===== config.mk =====
export PLATFORM = sky130hd
export DESIGN_NAME = inst_fetch_queue
export DESIGN_NICKNAME = d
export VERILOG_FILES = /design/src/rtl/inst_fetch_queue.sv
export SDC_FILE = /design/constraint.sdc
export NUM_CORES = 1
export LEC_CHECK = 0
export CORE_ASPECT_RATIO = 0.75
export CORE_MARGIN = 2
export CORE_UTILIZATION = 25
export CTS_CLUSTER_SIZE = 25
export DETAILED_ROUTE_END_ITERATION = 7
export DONT_BUFFER_PORTS = 1
export GPL_ROUTABILITY_DRIVEN = 0
export HOLD_SLACK_MARGIN = 0.03
export PLACE_DENSITY_LB_ADDON = 0.3
export SLEW_MARGIN = 20
export SYNTH_ARGS = -nofsm -noshare
export SYNTH_HDL_FRONTEND = slang
export SYNTH_SLANG_ARGS = --single-unit

===== constraint.sdc =====
create_clock -name clk -period 4.4 [get_ports clk]
set_clock_uncertainty 0.2 [all_clocks]
set_input_delay 0.88 -clock clk [delete_from_list [all_inputs] [get_ports clk]]
set_output_delay 0.88 -clock clk [all_outputs]
set_load 0.05 [all_outputs]

===== src/rtl/inst_fetch_queue.sv =====
// Instruction fetch queue between fetch and decode: a DEPTH-entry FIFO of {pc, instr, adel}
// with a registered-only fetch_ready and a bubble on the decode side whenever it is empty.
module inst_fetch_queue #(
  parameter int DEPTH  = 4,
  parameter int ADDR_W = 2
) (
  input  logic              clk,
  input  logic              rst,
  input  logic              flushD,
  input  logic              fetch_valid,
  output logic              fetch_ready,
  input  logic [31:0]       fetch_pc,
  input  logic [31:0]       fetch_instr,
  input  logic              fetch_adel,
  input  logic              stallD,
  output logic              validD,
  output logic [31:0]       instrD,
  output logic [31:0]       pcD,
  output logic              adelD,
  output logic [ADDR_W:0]   countQ
);

  typedef struct packed {
    logic [31:0] pc;
    logic [31:0] instr;
    logic        adel;
  } entry_t;

  localparam logic [ADDR_W:0] FULL_CNT = (ADDR_W+1)'(DEPTH);

  entry_t              mem_q [DEPTH];
  entry_t              mem_d [DEPTH];
  logic [ADDR_W-1:0]   wr_ptr_q, wr_ptr_d;
  logic [ADDR_W-1:0]   rd_ptr_q, rd_ptr_d;
  logic [ADDR_W:0]     count_q, count_d;
  logic                push, pop;

  // Ready comes from registered occupancy only, so stallD never reaches the fetch side.
  assign fetch_ready = ~rst & (count_q != FULL_CNT);
  assign validD      = (count_q != '0);
  assign push        = fetch_valid & fetch_ready & ~flushD;
  assign pop         = validD & ~stallD & ~flushD;
  assign countQ      = count_q;

  assign pcD    = validD ? mem_q[rd_ptr_q].pc    : 32'h0;
  assign instrD = validD ? mem_q[rd_ptr_q].instr : 32'h0;
  assign adelD  = validD ? mem_q[rd_ptr_q].adel  : 1'b0;

  always_comb begin
    mem_d    = mem_q;
    wr_ptr_d = wr_ptr_q;
    rd_ptr_d = rd_ptr_q;
    count_d  = count_q;
    if (flushD) begin
      wr_ptr_d = '0;
      rd_ptr_d = '0;
      count_d  = '0;
    end else begin
      if (push) begin
        mem_d[wr_ptr_q] = '{pc: fetch_pc, instr: fetch_instr, adel: fetch_adel};
        wr_ptr_d        = wr_ptr_q + 1'b1;
      end
      if (pop) rd_ptr_d = rd_ptr_q + 1'b1;
      case ({push, pop})
        2'b10:   count_d = count_q + 1'b1;
        2'b01:   count_d = count_q - 1'b1;
        default: count_d = count_q;
      endcase
    end
  end

  always_ff @(posedge clk) begin
    if (rst) begin
      wr_ptr_q <= '0;
      rd_ptr_q <= '0;
      count_q  <= '0;
    end else begin
      wr_ptr_q <= wr_ptr_d;
      rd_ptr_q <= rd_ptr_d;
      count_q  <= count_d;
    end
  end

  // Entry storage is deliberately left uncleared; the head mux hides it while empty.
  always_ff @(posedge clk) begin
    mem_q <= mem_d;
  end

endmodule


-- Word-level counts from Yosys, hierarchy flattened
Index checks and enable logic that the tools add are counted.
- flip-flop bits (word level): 267
- latch bits: 0
- memory bits (writable): 0
- memory bits (read-only): 0
- output and inout bits: 70
- logic and storage cells: 50
- memories: 0
- add/sub/neg operators: 4
- multipliers: 0
- div/mod/pow operators: 0
- $lt $le $gt $ge: 3
- equality and inequality tests: 3
- shifts and indexed selects: 0
- muxes and demuxes: 10
- bitwise gates (word level): 10
- reductions and logical operators: 5
- operators with widths (operator ; number):
    $bwmux 260 ; 1
    $mux 65 ; 3
    $bmux 65 s2 ; 1
    $demux 65 s2 ; 1
    $mux 32 ; 2
    $ge 3x3->1 const B ; 2
    $not 2->3 ; 2
    $pmux 3 s2 ; 1
    $and 1x1->1 ; 5
    $add 2x1->2 const B ; 2
    $add 3x1->3 const B ; 1
    $lt 3x1->1 const B ; 1
    $ne 3x3->1 const B ; 1
    $not 1->1 ; 3
    $reduce_bool 3->1 ; 1
    $sub 3x1->3 const B ; 1
    $eq 2x1->1 const B ; 1
    $eq 2x2->1 const B ; 1
    $reduce_and 2->1 ; 1
    $reduce_bool 2->1 ; 1
    $reduce_or 2->1 ; 1
    $logic_and 1x1->1 ; 1
    $mux 1 ; 1

-- Depth between registers and ports, before layout
Gate-level depths: netlist (run 1).
- depth after elaboration: 6
- depth in mapped cells: 9
- mapped depth without buffers: 9

-- Least setup slack after synthesis (run 1)
No wires, ideal clock.
- kind: input port to flip-flop
- start: input flushD
- end: register mem_q[0] in the netlist's numbering (enable)
- library setup time: 0.430 ns
- data arrival time: 2.792 ns
- required time: 3.770 ns
- setup slack: 0.978 ns
- stages: 2
- buffers on the path: 0
- cells stage by stage: nor2_1 > and3_1
- longest elaborated chain between the ends: 3
- RTL lines (what ; line ; RTL):
    start, declared ; 9 ; input logic flushD,
    $not 1->1 (no source line) (*) ; n/a ;
    $and 1x1->1 ; 41 ; assign push = fetch_valid & fetch_ready & ~flushD;
    $reduce_and 2->1 (no source line) (*) ; n/a ;
    end signal, assigned ; 86 ; mem_q <= mem_d;
    end, declared ; 31 ; entry_t mem_q [DEPTH];
Mark *: on every way between the ends. The rest lies on a longest branch, timed or not.
A chain may end at the register's enable or synchronous reset.

-- Worst setup path in the final report (run 1)
- start: register count_q[1], in the netlist countQ[1]
- end: output instrD[20]
- longest elaborated chain between the ends: 2
- RTL lines (what ; line ; RTL):
    start, declared ; 35 ; logic [ADDR_W:0] count_q, count_d;
    start signal, assigned ; 80 ; count_q <= count_d;
    $reduce_bool 3->1 ; 40 ; assign validD = (count_q != '0);
    $mux 32 ; 46 ; assign instrD = validD ? mem_q[rd_ptr_q].instr : 32'h0;
    end, declared ; 17 ; output logic [31:0] instrD,
No other way between the ends.

==> summary.md, run 1 <==
| Metric | Value |
|---|---|
| Place WS | `1.07 ns` |
| Dpl cells | `974` |
| Grt ovf | `0` |
| Worst Tran Pin Value | `0.936 ns` |
| Vias in the first global route | `4722` |
| Reg-to-reg endpoint | `countQ[2]$_SDFFE_PP0P_` |
| 1st-iter DRT viols | `209` |
| Multiplexer area fraction after synthesis | `0.143` |
| Fin. max-slew vios | `0` |
| Startpoint Class | `register` |
| Port Buffers | `0` |
| Post-CTS Setup Repair Bufs | `0` |
| Routed len/inst | `20.1 microns` |
| Area growth from synthesis to layout | `15.3%` |
| Final setup violation count | `0` |
| Total Power | `5.14 mW` |
| Die X | `238 microns` |
| Drt first pass iters | `4` |
| Clock sink total | `267` |
| Synth Instances | `465` |
| RSZ-0062 raised after global routing | `false` |
| Slowest stage delay, CP | `0.73 ns` |
| Antenna violations before repair | `1` |
| Worst hold start | `fetch_instr[22]` |
| Mapped Area | `10200 sq um` |
| Final period utilization | `0.873` |
| Worst Path Required | `3.32 ns` |
| Leakage | `3.51 nW` |
| Clk_lat worst skew | `0.55 ns` |
| Layout cells sized above 1 | `0.235` |
| Status | `finished clean` |
| Worst VDD drop | `0.000326 V` |
| PD cells | `435 nW/um^2` |
| Clock buffer depth | `3` |
| Setup TNS | `0 ns` |
| Fin nets | `555` |
| Fin. Hold Viols | `0` |
| Synth Register Bits | `267` |
| Fin cells | `1025` |
| Crit path time final | `3.84 ns` |
| Mean Syn Cell Area | `22.0 sq um` |
| Complex-gate fraction of the synthesized area | `0.00464` |
| CTS tree | `done` |
| Setup slack, reg-to-reg | `1.24 ns` |
| Met1 Use GR | `0.107` |
| Register area share after synthesis | `0.776` |
| Yosys warns | `0` |
| WHS Path Cells | `0` |
| ANT nets after route | `0` |
| Min-Delay Path Class | `primary input to register` |
| Relative slew slack | `0.375` |
| CTS clock-pin slew for the worst setup and hold paths | `0.06 ns` |
| Drt drc | `0` |
| Post-route cell area | `11800 sq um` |
| Vias | `4405` |
| Root Buffer | `clkbuf_16` |
| Vias per cell | `4.30` |
| Adder-cell share of the synthesized area | `0.00806` |
| CP endpoint kind | `output port` |
| Netlist cell types | `27` |
| GRT busiest layer | `met2` |
| GRT Resource Usage Total | `0.0957` |
| MaxCap Viol Count | `0` |
| Placed cell area | `10900 sq um` |
| WL final | `20600 microns` |
| Slowest cell on the critical path | `dfxtp_1` |
| Row Count | `64` |
| Max FO, Critical Path | `43` |
| Die H | `179 microns` |
| Largest net degree at the start of global routing | `66` |
| Xor-xnor portion of the synthesized cell area | `0.00171` |
| Core ar. | `40600 sq um` |
| Num CTS Buffers | `27` |
| Post-CTS resize count | `0` |
| Die area | `42600 sq um` |
| Synth Net Count | `541` |
| Combinational family with the most area after synthesis | `multiplexers` |
| CP Data Arrival Time | `2.76 ns` |
| Met3 Usage GRT | `0.0371` |
| # IOs | `140` |
| First-pass GRT wire length | `30100 microns` |
| Fmax | `0.260 GHz` |
| Setup ws final | `0.558 ns` |
| Met2 usage in global routing | `0.169` |
| # diodes | `0` |
| Fillers | `3913` |
| Simple-gate portion of the synthesized area | `0.0521` |
| Worst Reg2Reg Path Length in Cells | `9` |
| FF-to-FF Start | `countQ[2]$_SDFFE_PP0P_` |
| H-tree Lvls | `1` |
| Cts hold-fix bufs | `0` |
| Cell breakdown of the critical path | `nor3_2 > inv_2 > buf_12 > and2_1` |
| Post-DP HPWL | `11700 microns` |
| Initial Util | `0.252` |
| Setup CP Type | `register to output port` |
| Hold EP | `mem_q[218]$_DFFE_PP_` |
-- through the flow --
stage	hold WS (ns)	utilization
3_5_place_dp	0.312	0.268
6_report	0.218	0.291
2_1_floorplan	0.270	-
4_1_cts	0.173	0.288
5_1_grt	0.179	0.291
3_3_place_gp	0.283	0.268
-- area by class of cell --
class	instances	area [sq um]	area share
flip-flops and latches	267	7960	0.673
clock buffers	31	691	0.0585
well taps	528	661	0.0559
repair buffers	8	170	0.0144
inverters	6	22.5	0.00191
clock inverters	16	150	0.0127
multi-input cells	169	2170	0.183
-- cells in the final DEF, fill, tap and decap left out, types with 5 or more instances in the layout --
cell type	n
and2_1	66
ha_1	5
inv_1	5
mux4_2	65
dfxtp_1	5
clkinv_1	9
edfxtp_1	260
clkbuf_16	27
-- per-layer routing --
metal / vias up / wire (microns)
li1: 1909 / -
met1: 2343 / 8200
met2: 119 / 10100
met3: 34 / 1560
met4: 0 / 663
met5: - / 0
-- cells by family (layout without fill, tap and decap cells) --
logic type | Yosys count | after routing
flops | 267 | 267
simple gates | 87 | 87
mux | 65 | 65
buf+inv | 29 | 61
compound gates | 9 | 9
fa+ha+maj | 6 | 6
xor+xnor | 2 | 2
-- sequential cells by signal, indices dropped and copies added (netlist names) --
signal    flops
countQ        3
mem_q       260
rd_ptr_q      2
wr_ptr_q      2
-- how the worst max path moves through the flow --
stage	from	end	slack, ns	depth (start not counted)
after CTS	countQ[2]$_SDFFE_PP0P_	instrD[20]	0.47	4
after detailed placement	countQ[0]$_SDFFE_PP0P_	instrD[20]	1.07	4
after floorplan	flushD	mem_q[0]$_DFFE_PP_	0.98	2
after global routing	countQ[0]$_SDFFE_PP0P_	pcD[30]	0.37	4
after global placement	countQ[0]$_SDFFE_PP0P_	instrD[13]	1.14	4
final	countQ[1]$_SDFFE_PP0P_	instrD[20]	0.56	4
-- cells in the mapped netlist (all sizes together) --
| library cell | count | area, sq um |
|---|---|---|
| and2 | 66 | 413 |
| or2 | 1 | 6.26 |
| clkbuf | 8 | 30.0 |
| buf | 15 | 100 |
| inv | 6 | 22.5 |
| nand2 | 2 | 7.51 |
| nor2 | 4 | 15.0 |
| edfxtp | 260 | 7810 |
| nor3 | 2 | 15.0 |
| and3 | 4 | 25.0 |
| a21oi | 4 | 20.0 |
| or3b | 1 | 8.76 |
| o21ai | 4 | 20.0 |
| nand2b | 1 | 6.26 |
| mux4 | 65 | 1460 |
| o31ai | 1 | 7.51 |
| xor2 | 2 | 17.5 |
| ha | 5 | 62.6 |
| dfxtp | 7 | 140 |
| nand4 | 2 | 12.5 |
| or3 | 3 | 18.8 |
| fa | 1 | 20.0 |
| nor2b | 1 | 6.26 |
-- report_power, final --
group          internal [mW]  switching [mW]
Sequential              2.82         0.00811
Clock                   1.29           0.911
Combinational         0.0324          0.0807
Total                   4.14            1.00
-- critical path: cells and delay by family, from the launching register on --
kind / cells / cell delay (ns)
buffers and inverters: 2 / 0.80
flip-flops: 1 / 0.73
AND/OR/NAND/NOR: 2 / 0.66
No activity file was read; power rests on OpenSTA's default activity.
==> run 2, diff against run 1 <==
--- a/config.mk
+++ b/config.mk
@@ -5,6 +5,7 @@
 export SDC_FILE = /design/constraint.sdc
 export NUM_CORES = 1
 export LEC_CHECK = 0
+export ABC_AREA = 1
 export CORE_ASPECT_RATIO = 0.75
 export CORE_MARGIN = 2
 export CORE_UTILIZATION = 25
==> run 2 against run 1 <==
Wire length rose by 21%. Hold slack improved by 0.0024 ns. Worst setup slack got worse by 0.017 ns. Sequential power barely moved. Fmax fell by 0.43%. Register-to-register slack improved by 0.38 ns. Total power rose by 0.51%. Combinational power rose by 68%. Via count rose by 44%. Critical path type unchanged. Critical endpoint is now instrD[3]. Largest cell class unchanged.
==> summary.md, run 2 <==
| Metric | Value |
|---|---|
| FF-to-FF Start | `countQ[1]$_SDFFE_PP0P_ (was countQ[2]$_SDFFE_PP0P_)` |
| Max FFs per register | `260 (unchanged)` |
| Met1 wire length | `11500 microns (was 8200 microns)` |
| Mapped Area | `10600 sq um (was 10200 sq um)` |
| Area growth from synthesis to layout | `17.7% (was 15.3%)` |
| Routed len/inst | `16.8 microns (was 20.1 microns)` |
| Count leader, synth | `nor2_1 (was edfxtp_1)` |
| Root Buffer | `clkbuf_16 (unchanged)` |
| Final setup violation count | `0 (unchanged)` |
| DR WL met2 | `11300 microns (was 10100 microns)` |
| WL final | `24900 microns (was 20600 microns)` |
| Worst Reg2Reg Path Length in Cells | `5 (was 9)` |
| Num CTS Buffers | `29 (was 27)` |
| Netlist cell types | `21 (was 27)` |
| Fillers | `4259 (was 3913)` |
| Place WS | `1.14 ns (was 1.07 ns)` |
| CP Data Arrival Time | `2.78 ns (was 2.76 ns)` |
| 1st-iter DRT viols | `395 (was 209)` |
| # diodes | `0 (unchanged)` |
| Vias | `6354 (was 4405)` |
| Register area share after synthesis | `0.753 (was 0.776)` |
| Slowest cell on the critical path | `dfxtp_1 (unchanged)` |
| Commonest non-fill, non-tap cell in the layout | `nor2_1 (was edfxtp_1)` |
| Initial Util | `0.252 (about the same)` |
| Die X | `241 microns (was 238 microns)` |
| Post-DP HPWL | `13900 microns (was 11700 microns)` |
| Drt drc | `0 (unchanged)` |
| Clk_lat worst skew | `0.55 ns (about the same)` |
| Slowest stage delay, CP | `0.67 ns (was 0.73 ns)` |
| Port Buffers | `0 (unchanged)` |
| Row Count | `65 (was 64)` |
| Core ar. | `41900 sq um (was 40600 sq um)` |
| Antenna violations before repair | `0 (was 1)` |
| Area of the multi-input gates | `2240 sq um (was 2170 sq um)` |
| H-tree Lvls | `1 (unchanged)` |
| Grt ovf | `0 (unchanged)` |
| GRT Resource Usage Total | `0.112 (was 0.0957)` |
| Min-Delay Path Class | `primary input to register (unchanged)` |
| Synth Instances | `837 (was 465)` |
| Synth Net Count | `913 (was 541)` |
| Most frequent cells in the layout | `nor2_1 (268), edfxtp_1 (260), buf_4 (76), a21oi_1 (71), o21ai_1 (67) (was edfxtp_1 (260), and2_1 (66), mux4_2 (65), clkbuf_16 (27), clkinv_1 (9))` |
| Die H | `182 microns (was 179 microns)` |
| Drt first pass iters | `4 (unchanged)` |
| Fin. Hold Viols | `0 (unchanged)` |
| Final period utilization | `0.877 (was 0.873)` |
| Cell breakdown of the critical path | `nor2_1 > nand2_2 > inv_2 > buf_4 > a21oi_1 > buf_4 (was nor3_2 > inv_2 > buf_12 > and2_1)` |
| Reg with most FFs | `mem_q (unchanged)` |
| Worst hold start | `fetch_pc[25] (was fetch_instr[22])` |
| Yosys top cell area share | `0.740 (was 0.762)` |
| ANT nets after route | `0 (unchanged)` |
| Synth Register Bits | `267 (unchanged)` |
| Startpoint Class | `register (unchanged)` |
| Crit path time final | `3.86 ns (was 3.84 ns)` |
| CTS tree | `done (unchanged)` |
| Max Used Layer | `met4 (unchanged)` |
| Leakage | `4.18 nW (was 3.51 nW)` |
| Fin. max-slew vios | `0 (unchanged)` |
| Mean Syn Cell Area | `12.6 sq um (was 22.0 sq um)` |
| Sequential cell area | `7960 sq um (unchanged)` |
| Max FO, Critical Path | `29 (was 43)` |
| Status | `finished clean (unchanged)` |
| Fin nets | `972 (was 555)` |
| Clock buffer depth | `3 (unchanged)` |
| Setup CP Type | `register to output port (unchanged)` |
| First-pass GRT wire length | `38000 microns (was 30100 microns)` |
| CTS clock-pin slew for the worst setup and hold paths | `0.06 ns (about the same)` |
| Reg-to-reg endpoint | `mem_q[140]$_DFFE_PP_ (was countQ[2]$_SDFFE_PP0P_)` |
| PD cells | `416 nW/um^2 (was 435 nW/um^2)` |
| Wire length on met3 | `1540 microns (was 1560 microns)` |
| Placed cell area | `11600 sq um (was 10900 sq um)` |
| WHS Path Cells | `0 (unchanged)` |
| Number of synthesized flops with an enable pin | `260 (unchanged)` |
| Worst Path Required | `3.32 ns (about the same)` |
| Synth Flop Type | `edfxtp_1 (unchanged)` |
| Yosys top cell by area | `edfxtp_1 (unchanged)` |
| Most common cell on crit path | `buf_4` |
| Post-synth top cells | `nor2_1 (272), edfxtp_1 (260), a21oi_1 (71), o21ai_1 (67), o21ai_0 (65) (was edfxtp_1 (260), and2_1 (66), mux4_2 (65), buf_2 (8), clkbuf_1 (8))` |
| Layout cells sized above 1 | `0.135 (was 0.235)` |
| Worst Tran Pin Value | `1.03 ns (was 0.936 ns)` |
| # IOs | `140 (unchanged)` |
| Fmax | `0.259 GHz (was 0.260 GHz)` |
| Largest net degree at the start of global routing | `134 (was 66)` |
| Setup slack, reg-to-reg | `1.62 ns (was 1.24 ns)` |
| Post-CTS Setup Repair Bufs | `0 (unchanged)` |
| Yosys warns | `0 (unchanged)` |
| Synth area leaders | `edfxtp_1 (74%), nor2_1 (9.7%), a21oi_1 (3.4%) (was edfxtp_1 (76%), mux4_2 (14%), and2_1 (4.0%))` |
| Cts hold-fix bufs | `0 (unchanged)` |
| Relative slew slack | `0.315 (was 0.375)` |
| RSZ-0062 raised after global routing | `false (unchanged)` |
| CP endpoint kind | `output port (unchanged)` |
| Post-route cell area | `12400 sq um (was 11800 sq um)` |
| FFs w/ async S/R, synth | `0 (unchanged)` |
| Vias in the first global route | `6398 (was 4722)` |
| Vias per cell | `4.28 (was 4.30)` |
| Die area | `43900 sq um (was 42600 sq um)` |
| Worst VDD drop | `0.000289 V (was 0.000326 V)` |
| Clock sink total | `267 (unchanged)` |
| Setup TNS | `0 ns (unchanged)` |
| Post-CTS resize count | `0 (unchanged)` |
| Hold EP | `mem_q[123]$_DFFE_PP_ (was mem_q[218]$_DFFE_PP_)` |
| MaxCap Viol Count | `0 (unchanged)` |
| Setup ws final | `0.541 ns (was 0.558 ns)` |
-- run 2: worst max-delay path: cells and delay by family, from the launching register on --
kind | cells | cell delay (ns)
buf+inv | 3 | 0.74
flops | 1 | 0.67
simple gates | 2 | 0.50
compound gates | 1 | 0.27
-- run 2: metal layers --
metal	global-route usage	up-vias
li1	-	3063
met3	0.0341	30
met5	0	-
met4	0.0252	0
met1	0.148	3128
met2	0.181	133
-- run 2: per-stage QoR --
step / instances / utilization / hold WS (ns) / total power [mW]
5_1_grt: 1485 / 0.297 / 0.180 / 5.36
3_5_place_dp: 1434 / 0.277 / 0.306 / 3.07
3_3_place_gp: 1434 / 0.277 / 0.294 / 3.07
4_1_cts: 1485 / 0.297 / 0.175 / 5.25
6_report: 1485 / 0.297 / 0.220 / 5.16
2_1_floorplan: 837 / - / 0.268 / 3.02
-- run 2: cell type report --
class / count / share of cell area
sequential: 267 / 0.640
tap: 569 / 0.0573
multi-input combinational: 502 / 0.180
inverter: 17 / 0.00534
clock buffer: 35 / 0.0602
clock inverter: 16 / 0.00594
timing repair buffer: 79 / 0.0508
-- run 2: how the worst max path moves through the flow --
stage	startpoint	endpoint	slack, ns	cells past startpoint
2_1_floorplan	flushD	mem_q[0]$_DFFE_PP_	-0.37	3
3_3_place_gp	countQ[2]$_SDFFE_PP0P_	pcD[2]	1.11	6
3_5_place_dp	countQ[2]$_SDFFE_PP0P_	pcD[31]	1.14	6
4_1_cts	countQ[2]$_SDFFE_PP0P_	pcD[31]	0.52	6
5_1_grt	countQ[1]$_SDFFE_PP0P_	pcD[7]	0.42	6
6_report	countQ[1]$_SDFFE_PP0P_	instrD[3]	0.54	6
-- run 2: where the power goes --
part	internal [mW]	switching, mW
sequential	2.82	0.00812
clock	1.20	0.953
combinational	0.0453	0.144
-- run 2: kinds of logic after synthesis --
| logic type | after synthesis | synth area share |
|---|---|---|
| AO/OA/AOI/OAI | 203 | 0.0962 |
| flip-flops | 267 | 0.753 |
| buffers and inverters | 68 | 0.0380 |
| adder cells (fa/ha/maj) | 6 | 0.00782 |
| AND/OR/NAND/NOR | 293 | 0.105 |
